File: config.mk
export PLATFORM = sky130hd
export DESIGN_NAME = clk_div_gen
export DESIGN_NICKNAME = d
export VERILOG_FILES = /design/src/rtl/clk_div_gen_pkg.sv /design/src/rtl/clk_div_gen_ch.sv /design/src/rtl/clk_div_gen.sv
export SDC_FILE = /design/constraint.sdc
export NUM_CORES = 1
export LEC_CHECK = 0
export BUFFER_PORTS_ARGS = -buffer_cell sky130_fd_sc_hd__buf_2
export CAP_MARGIN = 15
export CORE_UTILIZATION = 50
export CTS_CLUSTER_SIZE = 8
export DETAILED_ROUTE_END_ITERATION = 8
export GPL_ROUTABILITY_DRIVEN = 0
export PLACE_DENSITY = 0.8
export SLEW_MARGIN = 25
export SYNTH_ARGS = -nofsm -noshare
export SYNTH_HDL_FRONTEND = slang
export SYNTH_HIERARCHICAL = 1
export SYNTH_SLANG_ARGS = --single-unit
File: constraint.sdc
create_clock -name clk -period 2.3 [get_ports clk]
set_input_delay 0.46 -clock clk [delete_from_list [all_inputs] [get_ports clk]]
set_output_delay 0.46 -clock clk [all_outputs]
set_load 0.005 [all_outputs]
File: src/rtl/clk_div_gen_pkg.sv
// Shared defaults and channel state type for the clock divider generator.
package clk_div_gen_pkg;

  localparam int unsigned DIV_W_DEF       = 8;
  localparam int unsigned DEFAULT_DIV_DEF = 7;

  typedef enum logic {
    ST_IDLE = 1'b0,
    ST_RUN  = 1'b1
  } ch_state_e;

endpackage

File: src/rtl/clk_div_gen_ch.sv
// One divider channel (module clk_div_ch): IDLE/RUN FSM, counter, staged divide value.
// Optional macro CLK_DIV_SYNC_EN adds sync_i for phase realignment of running channels.
module clk_div_ch
  import clk_div_gen_pkg::*;
#(
  parameter int unsigned DIV_W       = DIV_W_DEF,
  parameter int unsigned DEFAULT_DIV = DEFAULT_DIV_DEF
) (
  input  logic             clk,
  input  logic             rst,
  input  logic             en_i,
  input  logic             we_i,
  input  logic [DIV_W-1:0] div_i,
`ifdef CLK_DIV_SYNC_EN
  input  logic             sync_i,
`endif
  output logic             div_clk_o,
  output logic             rise_o,
  output logic             run_o,
  output logic             pend_o
);

  ch_state_e        state_q, state_d;
  logic [DIV_W-1:0] cnt_q, cnt_d;
  logic [DIV_W-1:0] div_q, div_d;
  logic [DIV_W-1:0] stg_q, stg_d;
  logic             clk_q, clk_d;
  logic             rise_q, rise_d;
  logic             pend_q, pend_d;
  logic             sync;

`ifdef CLK_DIV_SYNC_EN
  assign sync = sync_i;
`else
  assign sync = 1'b0;
`endif

  // Next-state: a running channel only stops or picks up a staged D on its falling toggle.
  always_comb begin
    state_d = state_q;
    cnt_d   = cnt_q;
    div_d   = div_q;
    stg_d   = stg_q;
    clk_d   = clk_q;
    rise_d  = 1'b0;
    pend_d  = pend_q;
    case (state_q)
      ST_IDLE: begin
        cnt_d = '0;
        clk_d = 1'b0;
        if (we_i) div_d = div_i;
        if (en_i) state_d = ST_RUN;
      end
      ST_RUN: begin
        if (sync) begin
          cnt_d  = '0;
          clk_d  = 1'b0;
          pend_d = 1'b0;
          if (we_i)        div_d = div_i;
          else if (pend_q) div_d = stg_q;
        end else begin
          if (cnt_q == div_q) begin
            cnt_d  = '0;
            clk_d  = ~clk_q;
            rise_d = ~clk_q;
            if (clk_q) begin
              if (pend_q) begin
                div_d  = stg_q;
                pend_d = 1'b0;
              end
              if (!en_i) state_d = ST_IDLE;
            end
          end else begin
            cnt_d = cnt_q + DIV_W'(1);
          end
          // A write landing on the stop edge goes straight into D, the channel is now idle.
          if (we_i) begin
            if (state_d == ST_IDLE) begin
              div_d  = div_i;
              pend_d = 1'b0;
            end else begin
              stg_d  = div_i;
              pend_d = 1'b1;
            end
          end
        end
      end
      default: state_d = ST_IDLE;
    endcase
  end

  always_ff @(posedge clk or posedge rst) begin
    if (rst) begin
      state_q <= ST_IDLE;
      cnt_q   <= '0;
      div_q   <= DIV_W'(DEFAULT_DIV);
      stg_q   <= DIV_W'(DEFAULT_DIV);
      clk_q   <= 1'b0;
      rise_q  <= 1'b0;
      pend_q  <= 1'b0;
    end else begin
      state_q <= state_d;
      cnt_q   <= cnt_d;
      div_q   <= div_d;
      stg_q   <= stg_d;
      clk_q   <= clk_d;
      rise_q  <= rise_d;
      pend_q  <= pend_d;
    end
  end

  assign div_clk_o = clk_q;
  assign rise_o    = rise_q;
  assign run_o     = (state_q == ST_RUN);
  assign pend_o    = pend_q;

endmodule

File: src/rtl/clk_div_gen.sv
// Multi-channel clock divider: configuration write decode and per-channel instances.
// Optional macro CLK_DIV_SYNC_EN adds the sync_i realignment input.
module clk_div_gen
  import clk_div_gen_pkg::*;
#(
  parameter  int unsigned NUM_CH      = 4,
  parameter  int unsigned DIV_W       = DIV_W_DEF,
  parameter  int unsigned DEFAULT_DIV = DEFAULT_DIV_DEF,
  localparam int unsigned CH_W        = (NUM_CH > 1) ? $clog2(NUM_CH) : 1
) (
  input  logic              clk,
  input  logic              rst,
  input  logic [NUM_CH-1:0] ch_en_i,
  input  logic              cfg_we_i,
  input  logic [CH_W-1:0]   cfg_ch_i,
  input  logic [DIV_W-1:0]  cfg_div_i,
`ifdef CLK_DIV_SYNC_EN
  input  logic              sync_i,
`endif
  output logic [NUM_CH-1:0] div_clk_o,
  output logic [NUM_CH-1:0] rise_o,
  output logic [NUM_CH-1:0] run_o,
  output logic [NUM_CH-1:0] pend_o
);

  logic [NUM_CH-1:0] ch_we;

  for (genvar i = 0; i < NUM_CH; i++) begin : g_ch
    // Out-of-range channel numbers never match any instance.
    assign ch_we[i] = cfg_we_i && (32'(cfg_ch_i) == i);

    clk_div_ch #(
      .DIV_W       (DIV_W),
      .DEFAULT_DIV (DEFAULT_DIV)
    ) u_ch (
      .clk       (clk),
      .rst       (rst),
      .en_i      (ch_en_i[i]),
      .we_i      (ch_we[i]),
      .div_i     (cfg_div_i),
`ifdef CLK_DIV_SYNC_EN
      .sync_i    (sync_i),
`endif
      .div_clk_o (div_clk_o[i]),
      .rise_o    (rise_o[i]),
      .run_o     (run_o[i]),
      .pend_o    (pend_o[i])
    );
  end

endmodule

-- Word level (Yosys, flattened, before mapping)
Index checks and enable logic that the tools add are counted.
Widths: inputs -> output; s select.
- register bits after elaboration: 112
- output and inout bits: 16
- input bits: 17
- word-level logic and storage cells: 164
- equality and inequality tests: 15
- add/sub/neg operators: 4
- multiplexer cells: 88
- bitwise logic cells: 8
- reductions and logical operators: 21
- operators by type and width (kind ; count):
    $mux 8 ; 28
    $pmux 8 s2 ; 8
    $mux 1 ; 44
    $add 8x1->8 const B ; 4
    $eq 8x8->1 ; 4
    $reduce_and 3->1 ; 8
    $pmux 1 s2 ; 8
    $reduce_bool 2->1 ; 8
    $ne 2x1->1 const B ; 4
    $ne 2x2->1 const B ; 4
    $not 1->1 ; 8
    $eq 2x2->1 const B ; 2
    $logic_and 1x1->1 ; 4
    $eq 2x1->1 const B ; 1
    $logic_not 2->1 ; 1

-- Logic depth before layout (Yosys ltp)
Gate-level depths: netlist of the first run.
- word-level depth: 7
- mapped depth: 6
- mapped depth without buffers: 6

-- Hierarchy
Netlist of the first run, hierarchy kept.
- by module, submodules not included (module ; times used ; sequential area each (sq um) ; cells an instance ; area each (sq um)):
    clk_div_ch at g_ch[2].u_ch ... ; 2 ; 708.2 ; 109 ; 1350.0
    clk_div_ch at g_ch[0].u_ch ... ; 2 ; 708.2 ; 109 ; 1342.5
    clk_div_gen ; 1 ; 0.0 ; 4 ; 37.5

-- Worst setup path before layout of the first run
OpenSTA, ideal clock, no wires.
- path type: input port to flip-flop
- start point: input cfg_ch_i[1]
- end point: register g_ch[1].u_ch.div_q[3]
- setup slack: 455 ps
- arrival time: 1719 ps
- library setup time: 126 ps
- data required time: 2174 ps
- cell stages on the path: 6
- buffers on the path: 0
- cells stage by stage: and3b_1 nor2b_1 nand2_1 o32ai_4 a41oi_4 a221o_1
- word-level cells in the longest chain between the ends: 4
- elaborated cells on any way between the ends: 5
- those cells by class: eq/ne (2); mux (2); reduce/logical (1)
- ends and longest elaborated chain (element ; line ; RTL):
    start, declared ; clk_div_gen.sv:15 ; input logic [CH_W-1:0] cfg_ch_i,
    $eq 2x1->1 * ; clk_div_gen.sv:30 ; assign ch_we[i] = cfg_we_i && (32'(cfg_ch_i) == i);
    $logic_and 1x1->1 * ; clk_div_gen.sv:30 ;
    $mux 8 ; clk_div_gen_ch.sv:77 ; if (we_i) begin
    $pmux 8 s2 ; clk_div_gen_ch.sv:47 ; case (state_q)
    end signal, assigned ; clk_div_gen_ch.sv:96 ; div_q <= DIV_W'(DEFAULT_DIV);
    end signal, assigned ; clk_div_gen_ch.sv:104 ; div_q <= div_d;
    end, declared ; clk_div_gen_ch.sv:25 ; logic [DIV_W-1:0] div_q, div_d;
Mark *: on every way between the ends. The rest lies on a longest branch, timed or not.
A chain may end at the register's enable or synchronous reset.

-- Worst setup path in the final report of the first run
- start point: register g_ch[3].u_ch.div_q[0]
- end point: register g_ch[3].u_ch.stg_q[4]
- word-level cells in the longest chain between the ends: 4
- ends and longest elaborated chain (element ; line ; RTL):
    start, declared ; clk_div_gen_ch.sv:25 ;
    start signal, assigned ; clk_div_gen_ch.sv:96 ;
    start signal, assigned ; clk_div_gen_ch.sv:104 ;
    $eq 8x8->1 ; clk_div_gen_ch.sv:62 ; if (cnt_q == div_q) begin
    $mux 1 ; clk_div_gen_ch.sv:62 ;
    $mux 1 ; clk_div_gen_ch.sv:47 ;
    $reduce_and 3->1 (no line) ; - ;
    end signal, assigned ; clk_div_gen_ch.sv:97 ; stg_q <= DIV_W'(DEFAULT_DIV);
    end signal, assigned ; clk_div_gen_ch.sv:105 ; stg_q <= stg_d;
    end, declared ; clk_div_gen_ch.sv:26 ; logic [DIV_W-1:0] stg_q, stg_d;
No other way between the ends. The select of a mux whose other input is x is not followed.

==> impl_summary.md, run 1 <==
Yosys
In this run, synthesis produced a sequential element count of between 100 and 150. The count of cell types in the netlist is 30. Counting flops with an async set or reset pin after synthesis yields a share of 100%. The sequential fraction of the synthesis area is between 50% and 60%. Synthesis produced a netlist with a net count of 461. The post-synthesis cell count is 440. Among all flip-flop cells after synthesis, the most frequent one is sky130_fd_sc_hd__dfrtp_1. The mapped netlist covers between 5000 and 6000 µm².

The mean instance size in the synthesized netlist is between 10 and 15 µm². Yosys printed 6 warnings. The synthesized design contains 0 enable-type register cells.

Route
The detailed-router iteration count before antenna repair is 4. The detail-routed via count per cell is around 5.6. After detailed routing, the number of remaining DRC violations is 0.

The routed wire length is just under 10 mm. Across all layers, the routed design uses 3466 vias. The detail route stage leaves a number of antenna-violating nets equal to 0. The number of DRC markers after the initial detailed-route iteration is roughly 110. The wire length per cell is between 15 and 20 µm.

CTS
The cell at the root of the clock tree is sky130_fd_sc_hd__clkbuf_8. Hold repair after CTS inserted 0 buffers. The later-pin clock latency in the skew report is approximately 0.38 ns. The clock-pin transition on the worst setup and hold timing paths is ~0.090 ns.

TritonCTS built the clock tree. In this run, post-CTS repair resized a total of 0 instances. The number of post-CTS setup repair buffers is 0. The number of sinks handled by clock tree synthesis is 112. In this run the deepest clock path goes through 2 buffers. The number of H-tree levels is 3.

The number of clock buffers inserted by TritonCTS is 9.

Floorplanning
The y dimension of the die is 106 µm. The initial utilization of the core area, before any placement, comes to 52.1%. The die covers about 11000 µm². The standard-cell row count is 37. The die is about 110 µm wide.

The top-level port count is 33. The area inside the core boundary is around 10000 µm².

Finish
The share of layout cells above drive strength 1 is roughly 28%. The number of standard cells in the layout, taps in and fillers out is 621. The area growth from synthesis to layout is 9.83%. The number of fillers in the final layout is about 850. After the last flow step, the layout net total stands at ~500.

The repair_antennas step left the layout with diodes totalling 0.

GRT
The total overflow reported by the global router is 0. The initial antenna violation count came to 0. Entering global routing, the biggest net connects 29 pins. The number of global-route vias before repair is 3510. The overall fraction of global-route tracks in use is between 10% and 20%.

The first global-routing pass estimated between 15 and 20 mm of wire.

Pwr
VDD sags by at most around 0.00047 V. Power spread over the standard cell area amounts to 1160 nW/µm². In this run the static leakage power is roughly 2.5 nW.

Timing
Between clock sinks in the finished design, the worst skew comes to ~0.012 ns. After layout, the worst path uses 87.8% of the clock period. The minimum clock period after layout is 2.02 ns. The peak clock frequency supported by timing is 495 MHz. The number of failing setup endpoints in the final timing report is 0.

The actual slew at the worst max-slew pin is between 0.6 and 0.7 ns. The final number of hold-violating endpoints is 0. The total negative slack for setup checks is 0 ns. Setup repair after global routing left no endpoint under its margin. The worst pin sits at a relative slew slack of 57.1%.

The total count of max-transition violations in the final report is 0.

Setup path
The type of element capturing the critical path is a register. In this run the worst path has a maximum fanout of 9. The slack of the worst reg-to-reg path is about 0.28 ns. For the worst setup path, the data arrival time is approximately 2.3 ns.

The required time of the critical path is between 2 and 3 ns. The cell with the largest stage delay on the worst path is sky130_fd_sc_hd__a31oi_2. The startpoint class of the critical path is a register. For this run, the slowest stage of the critical path takes ~0.57 ns.

The critical path in this run is classified as register to register. Traced cell by cell, the critical path runs through xnor2_1, nand4_2, nor2_4, a31oi_2, mux2_2.

Flow run
Max-cap violations in this run came to 0.

Place
The number of placed instances, taps included is 605. Detailed placement finished with a half-perimeter wire length of about 7.2 mm. The count of input and output buffers is 32.

Status
The flow ran to the end, and the final reports show no timing, DRC or antenna violations.

Min path
The tightest min-delay check is of the input pin to async pin type.
## metrics by stage
| stage | area, µm² | util, % | power, W | hold slack (ns) | worst slack (ns) |
|---|---|---|---|---|---|
| 2_1_floorplan | 5420 | - | 0.00525 | 0.475 | 0.455 |
| 6_report | 5960 | 57.2 | 0.00689 | 0.0933 | 0.281 |
| 3_3_place_gp | 5770 | 55.4 | 0.00567 | 0.484 | 0.272 |
| 4_1_cts | 5960 | 57.2 | 0.00697 | 0.0832 | 0.283 |
| 3_5_place_dp | 5770 | 55.4 | 0.00582 | 0.491 | 0.232 |
| 5_1_grt | 5960 | 57.2 | 0.00738 | 0.124 | 0.204 |
## synthesized netlist by cell type, types with 4 or more instances
master / n / area [µm²]
sky130_fd_sc_hd__and3_1: 12 / 75.1
sky130_fd_sc_hd__o21ai_1: 4 / 20.0
sky130_fd_sc_hd__dfrtp_1: 88 / 2200
sky130_fd_sc_hd__mux2_2: 32 / 360
sky130_fd_sc_hd__buf_2: 8 / 40.0
sky130_fd_sc_hd__a21o_1: 8 / 60.1
sky130_fd_sc_hd__a41oi_4: 4 / 110
sky130_fd_sc_hd__nor2_4: 4 / 45.0
sky130_fd_sc_hd__nand4_2: 6 / 75.1
sky130_fd_sc_hd__a31oi_2: 4 / 50.1
sky130_fd_sc_hd__ha_1: 4 / 50.1
sky130_fd_sc_hd__dfstp_2: 24 / 631
sky130_fd_sc_hd__nor2_1: 36 / 135
sky130_fd_sc_hd__nand3_1: 24 / 120
sky130_fd_sc_hd__a221o_1: 32 / 320
sky130_fd_sc_hd__and2_1: 36 / 225
sky130_fd_sc_hd__xnor2_1: 36 / 315
sky130_fd_sc_hd__clkbuf_1: 4 / 15.0
sky130_fd_sc_hd__xor2_1: 24 / 210
sky130_fd_sc_hd__nand2_1: 16 / 60.1
sky130_fd_sc_hd__inv_1: 14 / 52.6
sky130_fd_sc_hd__nor4b_1: 4 / 35.0
sky130_fd_sc_hd__nor2b_1: 4 / 25.0
## worst paths after layout
| path | to | start | depth (start not counted) |
|---|---|---|---|
| max | g_ch[3].u_ch/stg_q[4]$_DFFE_PP0P_ | g_ch[3].u_ch/div_q[0]$_DFFE_PP1P_ | 5 |
| min reg2reg | g_ch[3].u_ch/div_q[6]$_DFFE_PP0P_ | g_ch[3].u_ch/stg_q[6]$_DFFE_PP0P_ | 1 |
| max in group asynchronous | g_ch[0].u_ch/div_q[1]$_DFFE_PP1P_ | rst | 3 |
| max reg2reg | g_ch[3].u_ch/stg_q[4]$_DFFE_PP0P_ | g_ch[3].u_ch/div_q[0]$_DFFE_PP1P_ | 5 |
| min in group clk | g_ch[3].u_ch/run_o$_DFF_PP0_ | ch_en_i[3] | 2 |
| min | g_ch[0].u_ch/stg_q[5]$_DFFE_PP0P_ | rst | 2 |
## sequential cells by signal (all words and copies together), names as in the netlist
name / count
g_ch.u_ch/run_o: 4
g_ch.u_ch/rise_o: 4
g_ch.u_ch/cnt_q: 32
g_ch.u_ch/stg_q: 32
g_ch.u_ch/pend_o: 4
g_ch.u_ch/div_clk_o: 4
g_ch.u_ch/div_q: 32
## where the power goes
| group | leakage [nW] | internal, W | switching [W] |
|---|---|---|---|
| Combinational | 1.08 | 0.00114 | 0.00107 |
| Sequential | 1.33 | 0.00277 | 0.000778 |
| Clock | 0.0899 | 0.000507 | 0.000632 |
## per-layer routing
layer	part of all wire [%]	wire length [µm]	GRT usage (%)
met5	0	0	0
met4	1.8	178	7.54
met3	3.0	293	4.05
met2	50	4950	32.3
met1	45	4380	24.4
## cells in the final DEF, fill, tap and decap left out, drive strengths merged, types with 24 or more instances in the layout
cell type,instances
nor2,40
buf,41
dfstp,24
nand3,24
dfrtp,88
mux2,32
xnor2,36
a221o,32
and2,36
xor2,24
## logic make-up (layout without fill, tap and decap cells)
logic type / after synthesis / after routing / share of synthesized area [%]
flip-flops: 112 / 112 / 52.2
AO/OA/AOI/OAI: 56 / 56 / 12.1
XOR/XNOR: 60 / 60 / 9.69
adder cells (fa/ha/maj): 4 / 4 / 0.923
buffers and inverters: 26 / 71 / 1.98
AND/OR/NAND/NOR: 150 / 150 / 16.4
multiplexers: 32 / 32 / 6.65
## cell type report
cell class / count / area [µm²] / area share, %
Clock buffer: 11 / 131 / 2.21
Clock inverter: 5 / 58.8 / 0.987
Inverter: 14 / 52.6 / 0.882
Multi-Input combinational cell: 302 / 2480 / 41.7
Sequential cell: 112 / 2830 / 47.6
Tap cell: 136 / 170 / 2.86
Timing Repair Buffer: 41 / 228 / 3.82
## worst max-delay path: cells and delay by family, from the launching register on
| kind | cells | cell delay, ns |
|---|---|---|
| AO/OA/AOI/OAI | 1 | 0.57 |
| AND/OR/NAND/NOR | 2 | 0.28 |
| multiplexers | 1 | 0.41 |
| flip-flops | 1 | 0.56 |
| XOR/XNOR | 1 | 0.09 |
(Power assumes the default switching activity.)
==> inputs of run 2 (changes only) <==
--- a/config.mk
+++ b/config.mk
@@ -15,5 +15,4 @@
 export SLEW_MARGIN = 25
 export SYNTH_ARGS = -nofsm -noshare
 export SYNTH_HDL_FRONTEND = slang
-export SYNTH_HIERARCHICAL = 1
 export SYNTH_SLANG_ARGS = --single-unit
==> run 2 against run 1 <==
  * First-iteration DRC count rose by 100%
  * Cell area is 2.1% lower
  * Cell count is 3.1% higher
  * Critical endpoint is now g_ch[0].u_ch.stg_q[5]$_DFFE_PP0P_
  * Largest power group unchanged
  * Count of clock-buffer cells in the layout rose by 2
  * Combinational power about the same
==> impl_summary.md, run 2 <==
Status
Run status: completed (unchanged).

Timing
The actual slew at the worst max-slew pin is 0.694 ns (was 0.642 ns). The worst relative slew slack is 53.6% (was 57.1%). The total count of max-transition violations in the final report came to 0 (unchanged).

The number of failing setup endpoints in the final timing report is 0 (unchanged). The total negative slack for setup checks is 0 ns (unchanged). The share of the clock period used by the worst path came to 90.3% (was 87.8%). The final number of hold-violating endpoints was 0 (unchanged). The minimum clock period after layout is 2.08 ns (was 2.02 ns). The maximum clock skew at final layout came to 0.0118 ns (was 0.0124 ns). The peak clock frequency supported by timing came to 482 MHz (was 495 MHz).

The worst slack on hold paths is 0.188 ns (was 0.0933 ns). RSZ-0062 raised after global routing: false (unchanged).

Finish
Most frequent cells in the layout: 88 x sky130_fd_sc_hd__dfrtp_1, 61 x sky130_fd_sc_hd__nor2_1, 38 x sky130_fd_sc_hd__nand2_1 (was 88 x sky130_fd_sc_hd__dfrtp_1, 36 x sky130_fd_sc_hd__xnor2_1, 36 x sky130_fd_sc_hd__nor2_1, 36 x sky130_fd_sc_hd__and2_1). The combined flip-flop and latch cell area came to 2830 µm² (unchanged). The number of standard cells in the layout, taps in and fillers out came to 640 (was 621). The most common cell after layout, fill and taps aside is sky130_fd_sc_hd__dfrtp_1 (unchanged). The share of layout cells above drive strength 1 is 24.4% (was 28.2%). The post-synthesis to final-layout area growth was 7.99% (was 9.83%). The final layout net count came to 520 (was 501). The post-route cell area was 5830 µm² (was 5960 µm²). Regs by FF count: g_ch.u_ch.cnt_q: 32 flops, g_ch.u_ch.div_q: 32 flops, g_ch.u_ch.stg_q: 32 flops (was g_ch.u_ch/cnt_q: 32 flops, g_ch.u_ch/div_q: 32 flops, g_ch.u_ch/stg_q: 32 flops). The count of inserted antenna diode cells is 0 (unchanged). The number of fillers in the final layout is 879 (was 849). The area of the multi-input gates is 2370 µm² (was 2480 µm²).

Setup path
The required time of the critical path is 2.55 ns (was 2.56 ns). The data arrival time at the worst-slack endpoint is 2.32 ns (was 2.28 ns). The total buffers and inverters traversed by the critical path is 0 (unchanged). The highest cell delay on the worst timing path is 0.45 ns (was 0.57 ns). The cell with the largest stage delay on the worst path is sky130_fd_sc_hd__dfrtp_1 (was sky130_fd_sc_hd__a31oi_2).

Sequence of cells on the critical path: xor2_1, nor4_2, nand3_1, o21ai_4, mux2_2 (was xnor2_1, nand4_2, nor2_4, a31oi_2, mux2_2). The critical path's top delay family is simple AND/OR/NAND/NOR gates (was compound AO/OA/AOI/OAI gates). The type of element capturing the critical path is a register (unchanged). The largest fanout of any net on the critical path is 9 (unchanged). The type of the worst setup path was register to register (unchanged).

The startpoint class of the critical path is a register (unchanged).

Floorplanning
The standard-cell row count is 37 (unchanged). The die footprint came to 11200 µm² (was 11300 µm²). The area inside the core boundary is 10400 µm² (unchanged). The top-level port count is 33 (unchanged).

The y dimension of the die is 106 µm (about the same). The effective utilization at floorplan came to 51.8% (was 52.1%). The overall die width is 106 µm (about the same).

Yosys
The Yosys warning count came to 0 (was 6). The fraction of registers with async set/reset is 100% (unchanged). The post-synthesis register bit count came to 112 (unchanged).

The cell taking the most area after synthesis is sky130_fd_sc_hd__dfrtp_1 (unchanged). The count of cell types in the netlist is 47 (was 30). The post-synthesis instance area is 5400 µm² (was 5420 µm²). Post-synth top cells: 88 x sky130_fd_sc_hd__dfrtp_1, 61 x sky130_fd_sc_hd__nor2_1, 38 x sky130_fd_sc_hd__nand2_1, 32 x sky130_fd_sc_hd__a221o_1, 32 x sky130_fd_sc_hd__mux2_2 (was 88 x sky130_fd_sc_hd__dfrtp_1, 36 x sky130_fd_sc_hd__and2_1, 36 x sky130_fd_sc_hd__nor2_1, 36 x sky130_fd_sc_hd__xnor2_1). The post-synthesis cell count is 474 (was 440). The most common cell in the synthesized netlist is sky130_fd_sc_hd__dfrtp_1 (unchanged). The mean instance size in the synthesized netlist is 11.4 µm² (was 12.3 µm²). The sequential fraction of the synthesis area came to 52.5% (was 52.2%).

The synthesized net count is 495 (was 461). The number of enable flip-flop cells after synthesis is 0 (unchanged). The dominant register cell in the synthesized netlist is sky130_fd_sc_hd__dfrtp_1 (unchanged). Dominant cells by area after synthesis: sky130_fd_sc_hd__dfrtp_1 41%, sky130_fd_sc_hd__dfstp_2 12%, sky130_fd_sc_hd__mux2_2 6.7% (was sky130_fd_sc_hd__dfrtp_1 41%, sky130_fd_sc_hd__dfstp_2 12%, sky130_fd_sc_hd__mux2_2 6.6%). The fraction of synthesized cell area taken by the top area cell type is 40.8% (was 40.6%).

Pwr
The net load switching power came to 0.00236 W (was 0.00248 W). The worst voltage drop across the vdd grid is 0.000513 V (was 0.000470 V). The combinational fraction of design power is 32.0% (about the same). The leakage component of the power is 2.57 nW (was 2.50 nW). The power density over cell area is 1170 nW/µm² (was 1160 nW/µm²). The part of the power in the clock network came to 17.1% (was 16.5%). The internal cell power was 0.00444 W (was 0.00441 W). The share of total power consumed by net switching is 34.7% (was 36.0%). The sequential share of power is 50.9% (was 51.4%).

Route
The detailed-routed wire length on met3 came to 406 µm (was 293 µm). The detail-routed via count per cell was 5.63 (was 5.58). The routed wire length is 10.4 mm (was 9.80 mm). The remaining routing DRC violations is 0 (unchanged).

The detailed-router iteration count before antenna repair is 4 (unchanged). The met1 wire length is 4.63 mm (was 4.38 mm). The wire length on met2 is 5.23 mm (was 4.95 mm).

The wire length per cell came to 16.2 µm (was 15.8 µm). The number of DRC markers after the initial detailed-route iteration is 221 (was 109). The routed via count came to 3602 (was 3466). The top metal layer carrying routed signals is met4 (unchanged). The remaining antenna violation count after routing came to 0 (unchanged).

CTS
The quantity of gates resized following cts is 0 (unchanged). The number of clock buffers inserted by TritonCTS is 9 (unchanged). The number of sinks handled by clock tree synthesis is 112 (unchanged). The number of post-CTS setup repair buffers is 0 (unchanged). The later-pin clock latency in the skew report came to 0.37 ns (was 0.38 ns). The number of H-tree levels came to 3 (unchanged). The cell at the root of the clock tree is sky130_fd_sc_hd__clkbuf_8 (unchanged). The count of hold buffers inserted by post-cts repair is 0 (unchanged).

The number of buffers on the longest clock path is 2 (unchanged). The clock-pin transition on the worst setup and hold timing paths is 0.10 ns (was 0.09 ns). The TritonCTS clock tree is done (unchanged).

GRT
The overall fraction of global-route tracks in use is 20.0% (was 19.3%). The initial antenna violation count is 0 (unchanged). The total overflow reported by the global router is 0 (unchanged). The pin count of the biggest net entering global routing came to 40 (was 29).

The global-route wire length before repair is 17.5 mm (was 17.0 mm). The number of global-route vias before repair is 3612 (was 3510).

Place
The estimated wirelength of the detail-placed design was 7.32 mm (was 7.19 mm). The count of input and output buffers is 32 (unchanged). The area after detailed placement was 5640 µm² (was 5770 µm²). The number of placed instances, taps included is 624 (was 605).

Flow run
The max-capacitance violation count is 0 (unchanged).

Min path
The type of the most critical hold path was input pin to async pin (unchanged).
[run 2: changes by cell type in the layout (fill, tap and decap cells not counted), sizes merged, moves of 6 or more]
cell / before / now
nand2: 16 / 38
inv: 15 / 9
and2: 36 / 13
nor3: 0 / 6
nor2: 40 / 63
xnor2: 36 / 29
xor2: 24 / 30
[run 2: per-layer routing]
layer / up-vias / GRT usage, %
li1: 1705 / -
met1: 1815 / 26.3
met4: 0 / 6.85
met2: 69 / 33.5
met5: - / 0
met3: 13 / 3.31
[run 2: logic make-up after synthesis]
kind of cell | count (synthesis) | synth area share (%)
mux | 32 | 6.67
buf+inv | 33 | 3.59
fa+ha+maj | 4 | 0.927
flops | 112 | 52.5
xor+xnor | 59 | 9.57
compound gates | 55 | 9.62
simple gates | 179 | 17.2
[run 2: worst paths after layout]
kind	from	endpoint	slack [ns]	cells after the start
worst max-delay path	g_ch[0].u_ch.cnt_q[0]$_DFF_PP0_	g_ch[0].u_ch.stg_q[5]$_DFFE_PP0P_	0.22	5
worst min-delay path	rst	g_ch[3].u_ch.div_clk_o$_DFFE_PP0P_	0.19	2
worst max register to register	g_ch[0].u_ch.cnt_q[0]$_DFF_PP0_	g_ch[0].u_ch.stg_q[5]$_DFFE_PP0P_	0.22	5
worst min register to register	g_ch[0].u_ch.stg_q[3]$_DFFE_PP0P_	g_ch[0].u_ch.div_q[3]$_DFFE_PP0P_	0.49	1
max in group asynchronous	rst	g_ch[3].u_ch.div_q[0]$_DFFE_PP1P_	1.40	3
min in group clk	ch_en_i[3]	g_ch[3].u_ch.run_o$_DFF_PP0_	0.29	2
[run 2: layout make-up]
type / instances / share of cell area, %
clock inverters: 3 / 0.729
well taps: 136 / 2.92
clock buffers: 13 / 2.55
multi-input cells: 329 / 40.7
flip-flops and latches: 112 / 48.6
inverters: 10 / 0.708
repair buffers: 37 / 3.82
[run 2: power by group through the flow]
stage	logic [W]	clock network [W]	registers [W]
floorplan	0.00192	0	0.00328
global placement	0.00207	0	0.00347
detailed placement	0.00217	0	0.00350
CTS	0.00219	0.00118	0.00347
global route	0.00246	0.00126	0.00357
finish	0.00218	0.00116	0.00347
[run 2: through the flow]
stage,setup WS [ns],power [W],util [%]
3_3_place_gp,0.286,0.00554,54.2
5_1_grt,0.121,0.00729,56.0
2_1_floorplan,0.474,0.00520,-
6_report,0.223,0.00680,56.0
4_1_cts,0.225,0.00684,56.0
3_5_place_dp,0.271,0.00567,54.2
